==> src/rtl/ifetch_pkg.sv <==
// rtl/ifetch_pkg.sv - shared state encoding and constants for the instruction fetch stage
package ifetch_pkg;

  typedef enum logic [2:0] {
    S_REQ   = 3'd0,
    S_WAIT  = 3'd1,
    S_HOLD  = 3'd2,
    S_DRAIN = 3'd3,
    S_FAULT = 3'd4
  } ifetch_state_t;

  localparam logic [31:0] INST_NOP         = 32'h0000_0013;
  localparam logic [31:0] PC_STEP          = 32'd4;
  localparam logic [31:0] RESET_PC_DEFAULT = 32'h0000_0000;

endpackage

==> src/rtl/ifetch_pc_gen.sv <==
// rtl/ifetch_pc_gen.sv - next-PC mux and misalign flag; IFETCH_MISALIGN_TRAP_EN keeps raw redirect targets
module ifetch_pc_gen
  import ifetch_pkg::*;
(
  input  logic [31:0] pc,
  input  logic        redirect_valid,
  input  logic [31:0] redirect_pc,
  input  logic        advance,
  output logic [31:0] next_pc,
  output logic        misalign
);

  logic [31:0] target;

  // Redirect wins over sequential advance; otherwise the PC holds.
  always_comb begin
    misalign = redirect_valid && (redirect_pc[1:0] != 2'b00);
`ifdef IFETCH_MISALIGN_TRAP_EN
    // The faulting target is kept as-is so it can be reported by the trap handler.
    target = redirect_pc;
`else
    target = {redirect_pc[31:2], 2'b00};
`endif
    if (redirect_valid) begin
      next_pc = target;
    end else if (advance) begin
      next_pc = pc + PC_STEP;
    end else begin
      next_pc = pc;
    end
  end

endmodule

==> src/rtl/inst_fetch.sv <==
// rtl/inst_fetch.sv - RV32I fetch stage FSM; IFETCH_MISALIGN_TRAP_EN enables the misaligned-redirect trap
module inst_fetch
  import ifetch_pkg::*;
#(
  parameter logic [31:0] RESET_PC = RESET_PC_DEFAULT
) (
  input  logic        clk,
  input  logic        rst,
  output logic        imem_req,
  output logic [31:0] imem_addr,
  input  logic        imem_rvalid,
  input  logic [31:0] imem_rdata,
  output logic        inst_valid,
  input  logic        inst_ready,
  output logic [31:0] inst,
  output logic [31:0] pc_out,
  input  logic        redirect_valid,
  input  logic [31:0] redirect_pc,
  output logic        fetch_fault
);

  ifetch_state_t state_q;
  ifetch_state_t state_d;
  logic [31:0]   pc_q;
  logic [31:0]   pc_d;
  logic          redirect_en;
  logic          advance;
  logic          capture;
  logic          misalign;

  // Once trapped, redirects no longer move the PC.
  assign redirect_en = redirect_valid && (state_q != S_FAULT);
  assign advance     = (state_q == S_HOLD) && inst_ready;
  assign capture     = (state_q == S_WAIT) && imem_rvalid && !redirect_valid;

  ifetch_pc_gen u_pc_gen (
    .pc             (pc_q),
    .redirect_valid (redirect_en),
    .redirect_pc    (redirect_pc),
    .advance        (advance),
    .next_pc        (pc_d),
    .misalign       (misalign)
  );

  // All outputs decode registered state only; no input reaches an output combinationally.
  assign imem_req   = (state_q == S_REQ);
  assign imem_addr  = {pc_q[31:2], 2'b00};
  assign inst_valid = (state_q == S_HOLD);

`ifdef IFETCH_MISALIGN_TRAP_EN
  assign fetch_fault = (state_q == S_FAULT);
`else
  logic misalign_unused;
  assign misalign_unused = misalign;
  assign fetch_fault     = 1'b0;
`endif

  // State register.
  always_ff @(posedge clk) begin
    if (rst) begin
      state_q <= S_REQ;
    end else begin
      state_q <= state_d;
    end
  end

  // Next-state logic; redirect takes priority over memory and decode events.
  always_comb begin
    state_d = state_q;
    case (state_q)
      S_REQ: begin
        // The request goes out this cycle regardless, so a redirect must drain it.
        state_d = redirect_valid ? S_DRAIN : S_WAIT;
      end
      S_WAIT: begin
        if (redirect_valid) begin
          state_d = imem_rvalid ? S_REQ : S_DRAIN;
        end else if (imem_rvalid) begin
          state_d = S_HOLD;
        end
      end
      S_HOLD: begin
        if (redirect_valid || inst_ready) begin
          state_d = S_REQ;
        end
      end
      S_DRAIN: begin
        // A redirect here only retargets the PC; the stale response still has to arrive.
        if (imem_rvalid) begin
          state_d = S_REQ;
        end
      end
      S_FAULT: begin
        state_d = S_FAULT;
      end
      default: begin
        state_d = S_REQ;
      end
    endcase
`ifdef IFETCH_MISALIGN_TRAP_EN
    if (redirect_en && misalign) begin
      state_d = S_FAULT;
    end
`endif
  end

  // Program counter register.
  always_ff @(posedge clk) begin
    if (rst) begin
      pc_q <= RESET_PC;
    end else begin
      pc_q <= pc_d;
    end
  end

  // Instruction/PC capture for decode; held stable until the next capture.
  always_ff @(posedge clk) begin
    if (rst) begin
      inst   <= INST_NOP;
      pc_out <= 32'h0000_0000;
    end else if (capture) begin
      inst   <= imem_rdata;
      pc_out <= pc_q;
    end
  end

endmodule
==> config.mk <==
export PLATFORM = sky130hd
export DESIGN_NAME = inst_fetch
export DESIGN_NICKNAME = d
export VERILOG_FILES = /design/src/rtl/ifetch_pkg.sv /design/src/rtl/ifetch_pc_gen.sv /design/src/rtl/inst_fetch.sv
export SDC_FILE = /design/constraint.sdc
export NUM_CORES = 1
export LEC_CHECK = 0
export CAP_MARGIN = 20
export CORE_UTILIZATION = 49
export DETAILED_ROUTE_END_ITERATION = 7
export PLACE_DENSITY = 0.92
export SYNTH_ARGS = -nofsm -noshare
export SYNTH_HDL_FRONTEND = slang
export SYNTH_HIERARCHICAL = 1
export SYNTH_SLANG_ARGS = --single-unit
==> constraint.sdc <==
create_clock -name clk -period 5.5 [get_ports clk]
set_clock_uncertainty 0.15 [all_clocks]
set_input_delay 1.65 -clock clk [delete_from_list [all_inputs] [get_ports clk]]
set_output_delay 1.65 -clock clk [all_outputs]
set_load 0.01 [all_outputs]
==> run metrics, run 1 <==
Layout Nets=756; kind of critical path=input pin to register; Syn. warnings=6; Post-CTS Resized=0; Die Area=0.0102 mm²; DRC=0; first-pass GRT wire length=approximately 21000 µm; routed wire length=~13000 µm; Clock transition at path regs=approximately 0.1 ns; Hold Path Depth=2; worst vdd ir=130 µV; Syn Area/Cell=8.17 µm²; crit path DAT=4.14 ns; crit path capture type=register; final hold slack=0.328 ns; drt initial violations=251; CP Cell Sequence=clkdlybuf4s50_1 -> and2_1 -> nand4_1 -> buf_4 -> or3_1 -> or4_1 -> a31oi_1 -> nor2b_1; min cycle time layout=3.99 ns; port bufs=162; setup bufs post-CTS=0; number of I/O pins=168; core area=0.00937 mm²; Req. time, crit path=5.64 ns; gpl congestion=0.780; startpoint type of the worst setup path=input pin; setup_tns=0 ns; Starting Density=51.4%; Final Cycle Share=72.6%; Clock Root Buffer=clkbuf_8; Max Cap Viol=0; layout cell share with drive strength beyond 1=under 10%; Reg2Reg Depth=9; Worst Tran Pin Value=between 1 and 1.5 ns; Layout Cells excl Fill=820; routed len/inst=16.4 µm; worst hold start=pc_out[30]$_SDFFE_PP0P_; initial antenna violation count=0; vias in the first global route=approximately 4400; CTS tree=built; worst r2r src=state_q[1]$_SDFFE_PP0P_; total gr overflow=0; status=finished clean; largest net degree at the start of global routing=100; CTS sink count=99; CTS HTree Levels=3; Slowest-stage cell, CP=or3_1; final hold vios=0; RSZ-0062 raised after global routing=no; Area Overhead vs Synth=31.8%; chip width=101 µm; fmax=250 MHz; antenna-violating nets left=0; via count=4725; Setup-failing EPs final=0; ant diodes=0; relative slew slack=30.3%; Largest stage delay, worst path=0.54 ns; count of hold-fix buffers inserted at cts=0; crit-path max FO=12; Syn Std Cell Area=0.00481 mm²; Max Buffers Root-to-Sink=2; Final Power=between 1500 and 2000 µW; worst reg2reg path endpoint=pc_q[22]$_SDFF_PP0_; Clk Latency, worst-skew pair=0.36 ns; cell total after placement=803; Lkg Pwr=0.00206 µW; pre-CTS WS=1.16 ns; DP Wirelength=9110 µm; Via-to-Cell Ratio=5.76; CTS buffer count=9; Post-Syn Instances=589; setup ws final=1.51 ns; WHS Endpoint=pc_out[30]$_SDFFE_PP0P_; Hold/Removal Path Class=register to register; GRT Util Overall=25.9%; first drt pass iteration count=5; PwrDens=240 mW/mm²; Row Count=35; die height=101 µm; r2r setup slk=2.32 ns; Slew Limit Fails=0
==> sequential cells by signal (all words and copies together) (netlist names) <==
signal	cells
pc_q	32
pc_out	32
inst	32
state_q	3
==> stage by stage <==
| step | cell area [µm²] | utilization, % |
|---|---|---|
| floorplan | 4820 | - |
| global placement | 6110 | 65.2 |
| detailed placement | 6110 | 65.2 |
| CTS | 6320 | 67.5 |
| global route | 6340 | 67.7 |
| finish | 6340 | 67.7 |
==> cells in the final DEF (no fill, tap or decap), types with 2 or more instances in the layout <==
cell type / count
o31ai_1: 10
nor4_1: 3
clkbuf_8: 9
or2_2: 3
a211o_1: 3
o21ai_0: 55
clkinv_2: 2
o211ai_1: 5
and3_1: 4
o41ai_1: 2
nand3_1: 75
nor2b_1: 36
xnor2_1: 7
o21ai_1: 20
or3_1: 3
conb_1: 3
nor3_1: 2
nand3_2: 2
nand4_1: 6
nand2_1: 32
dfxtp_1: 99
or4_4: 2
inv_1: 5
or4_2: 3
or4_1: 15
clkdlybuf4s50_1: 161
and2_1: 3
nor2_1: 17
xor2_1: 5
a21oi_1: 61
bufinv_16: 2
a31oi_1: 12
buf_4: 5
==> power breakdown <==
| part | leakage, µW | total, µW | switching (µW) | internal [µW] |
|---|---|---|---|---|
| registers | 0.000806 | 776 | 34.0 | 742 |
| logic | 0.00114 | 239 | 118 | 121 |
| clock network | 0.000111 | 508 | 251 | 258 |
==> routing by layer <==
| metal | up-vias | part of all wire [%] | GRT usage, % |
|---|---|---|---|
| li1 | 2259 | - | - |
| met1 | 2251 | 40 | 32.0 |
| met2 | 192 | 51 | 44.7 |
| met3 | 23 | 6.4 | 5.41 |
| met4 | 0 | 1.9 | 9.03 |
| met5 | - | 0 | 0 |
==> area by class of cell <==
class / instances / area [µm²]
clock inverter: 6 / 87.6
timing repair buffer: 167 / 1670
clock buffer: 10 / 128
fill: 788 / 3030
tap: 129 / 161
sequential: 99 / 1980
inverter: 5 / 18.8
multi-input combinational: 404 / 2300
==> critical path: cells and delay by family <==
kind	cells	cell delay [ns]
buffers and inverters	2	0.69
AO/OA/AOI/OAI	1	0.16
AND/OR/NAND/NOR	5	1.63
==> worst max-delay path by stage <==
| stage | startpoint | endpoint | cells past startpoint |
|---|---|---|---|
| 2_1_floorplan | inst_ready | pc_q[22]$_SDFF_PP0_ | 7 |
| 3_3_place_gp | inst_ready | pc_q[18]$_SDFF_PP0_ | 8 |
| 3_5_place_dp | inst_ready | pc_q[22]$_SDFF_PP0_ | 8 |
| 4_1_cts | inst_ready | pc_q[22]$_SDFF_PP0_ | 8 |
| 5_1_grt | inst_ready | pc_q[22]$_SDFF_PP0_ | 8 |
| 6_report | inst_ready | pc_q[22]$_SDFF_PP0_ | 8 |
Power figures use the tool's default switching activity.
==> inputs of run 2 (changes only) <==
--- a/config.mk
+++ b/config.mk
@@ -6,9 +6,9 @@
 export NUM_CORES = 1
 export LEC_CHECK = 0
 export CAP_MARGIN = 20
-export CORE_UTILIZATION = 49
+export CORE_UTILIZATION = 41
 export DETAILED_ROUTE_END_ITERATION = 7
-export PLACE_DENSITY = 0.92
+export PLACE_DENSITY = 0.83
 export SYNTH_ARGS = -nofsm -noshare
 export SYNTH_HDL_FRONTEND = slang
 export SYNTH_HIERARCHICAL = 1
==> constraint.sdc (replaced) <==
create_clock -name clk -period 3.6 [get_ports clk]
set_clock_uncertainty 0.15 [all_clocks]
set_input_delay 1.08 -clock clk [delete_from_list [all_inputs] [get_ports clk]]
set_output_delay 1.08 -clock clk [all_outputs]
set_load 0.01 [all_outputs]
==> run metrics, run 2 (synthesis results as in run 1) <==
status=finished clean; top flop regs=inst x32, pc_out x32, pc_q x32; count of hold-fix buffers inserted at cts=0 (unchanged); Multi-input gate area=0.00230 mm² (unchanged); gpl congestion=0.769 (-1.3%); fmax=304 MHz; largest net degree at the start of global routing=100 (unchanged); crit-path max FO=7 (-5); CTS HTree Levels=3 (unchanged); WHS Endpoint=inst[0]$_SDFFE_PP1P_; routed wire length=13900 µm (+2.9%); most frequent cells in the layout=clkdlybuf4s50_1, dfxtp_1, nand3_1; Hold/Removal Path Class=register to register; Lkg Pwr=0.00212 µW (+3.2%); worst hold start=inst[0]$_SDFFE_PP1P_; Final Cycle Share=91.4%; setup bufs post-CTS=0 (unchanged); Starting Density=42.2% (-9.2 points); vias in the first global route=4355 (-0.71%); placed instance area=0.00618 mm² (+1.1%); Area Overhead vs Synth=35.6%; Seq. cell area=0.00198 mm² (unchanged); ant diodes=0 (unchanged); Worst Tran Pin Value=1.03 ns (-0.0133 ns); chip width=110 µm (+9.1%); crit path capture type=register; total gr overflow=0 (unchanged); Post-CTS Resized=0 (unchanged); core area=0.0114 mm² (+22%); Setup-failing EPs final=0 (unchanged); Max Cap Viol=0 (unchanged); # fillers=1023 (+30%); final hold vios=0 (unchanged); Max Buffers Root-to-Sink=2 (unchanged); routed len/inst=16.5 µm (+0.48%); first-pass GRT wire length=21400 µm (+1.5%); Die Area=0.0122 mm² (+19%); die height=110 µm (+9.1%); first drt pass iteration count=5 (unchanged); Clk Latency, worst-skew pair=0.35 ns (about the same); CTS buffer count=9 (unchanged); Clock transition at path regs=0.07 ns (-0.03 ns); PwrDens=390 mW/mm² (+62%); DP Wirelength=9480 µm (+4.1%); CTS sink count=99 (unchanged); via count=4655 (-1.5%); Clock Root Buffer=clkbuf_16; setup ws final=0.308 ns (-1.20 ns); final hold slack=0.314 ns (-0.0141 ns); Row Count=39 (+11%); number of I/O pins=168 (unchanged); crit path DAT=3.41 ns (-0.73 ns); port bufs=162 (unchanged); r2r setup slk=0.62 ns (-1.70 ns); initial antenna violation count=0 (unchanged); CTS tree=built; drt initial violations=299 (+19%); relative slew slack=31.2% (+0.89 points); GRT Util Overall=22.7% (-3.2 points); DRC=0 (unchanged); antenna-violating nets left=0 (unchanged); kind of critical path=input pin to register; Final Cell Area=0.00653 mm² (+2.9%); min cycle time layout=3.29 ns; layout cell share with drive strength beyond 1=6.31% (+0.96 points); most common cell after layout, fill and taps aside=clkdlybuf4s50_1; startpoint type of the worst setup path=input pin; Slew Limit Fails=0 (unchanged); worst vdd ir=253 µV (+95%); worst reg2reg path endpoint=pc_q[22]$_SDFF_PP0_; Req. time, crit path=3.72 ns (-1.92 ns); Reg2Reg Depth=8 (-1); RSZ-0062 raised after global routing=no; Via-to-Cell Ratio=5.54 (-3.8%); worst r2r src=state_q[1]$_SDFFE_PP0P_; Final Power=2550 µW (+67%); Layout Nets=762 (+0.79%); Hold Path Depth=1 (-1); pre-CTS WS=-0.0186 ns (-1.18 ns)
[run 2: cell types whose count changed in the layout (fill, tap and decap cells not counted), moves of 4 or more]
cell        delta
clkbuf_16      +9
clkinvlp_4     +4
clkbuf_8       -8
buf_4          +4
[run 2: final cells by class]
cell class,count,share of cell area [%]
Clock inverter,6,0.997
Timing Repair Buffer,173,26.8
Multi-Input combinational cell,404,35.2
Tap cell,143,2.74
Inverter,5,0.287
Sequential cell,99,30.4
Clock buffer,10,3.66
[run 2: per-stage QoR]
step | cells | TNS (ns) | utilization [%]
6_report | 840 | 0 | 57.2
3_3_place_gp | 822 | 0 | 54.1
3_5_place_dp | 822 | -0.0186 | 54.1
2_1_floorplan | 591 | 0 | -
4_1_cts | 838 | 0 | 56.8
5_1_grt | 840 | 0 | 57.2
[run 2: per-layer routing]
layer  GRT usage (%)  vias up  routed length [µm]
li1                -     2268                   -
met1            28.1     2198                5760
met2            37.6      159                6860
met3            4.59       30                 847
met4            11.1        0                 418
met5               0        -                   0
[run 2: worst max-delay path by stage]
stage | from | endpoint | slack [ns] | cells past startpoint
floorplan | inst_ready | pc_q[22]$_SDFF_PP0_ | 0.69 | 7
global placement | inst_ready | pc_q[24]$_SDFF_PP0_ | 0.05 | 8
detailed placement | inst_ready | pc_q[22]$_SDFF_PP0_ | -0.02 | 7
CTS | inst_ready | pc_q[22]$_SDFF_PP0_ | 0.33 | 7
global route | inst_ready | pc_q[22]$_SDFF_PP0_ | 0.16 | 7
finish | inst_ready | pc_q[22]$_SDFF_PP0_ | 0.31 | 7
[run 2: power breakdown]
part / internal [µW] / switching [µW]
registers: 1130 / 52.4
logic: 198 / 187
clock network: 556 / 417
[run 2: worst max-delay path, cell delays in order]
cell and delay (ns):
clkdlybuf4s50_1 0.47, and2_1 0.29, nand4_1 0.21, or3_1 0.52
or4_1 0.51, a31oi_1 0.19, nor2b_1 0.14
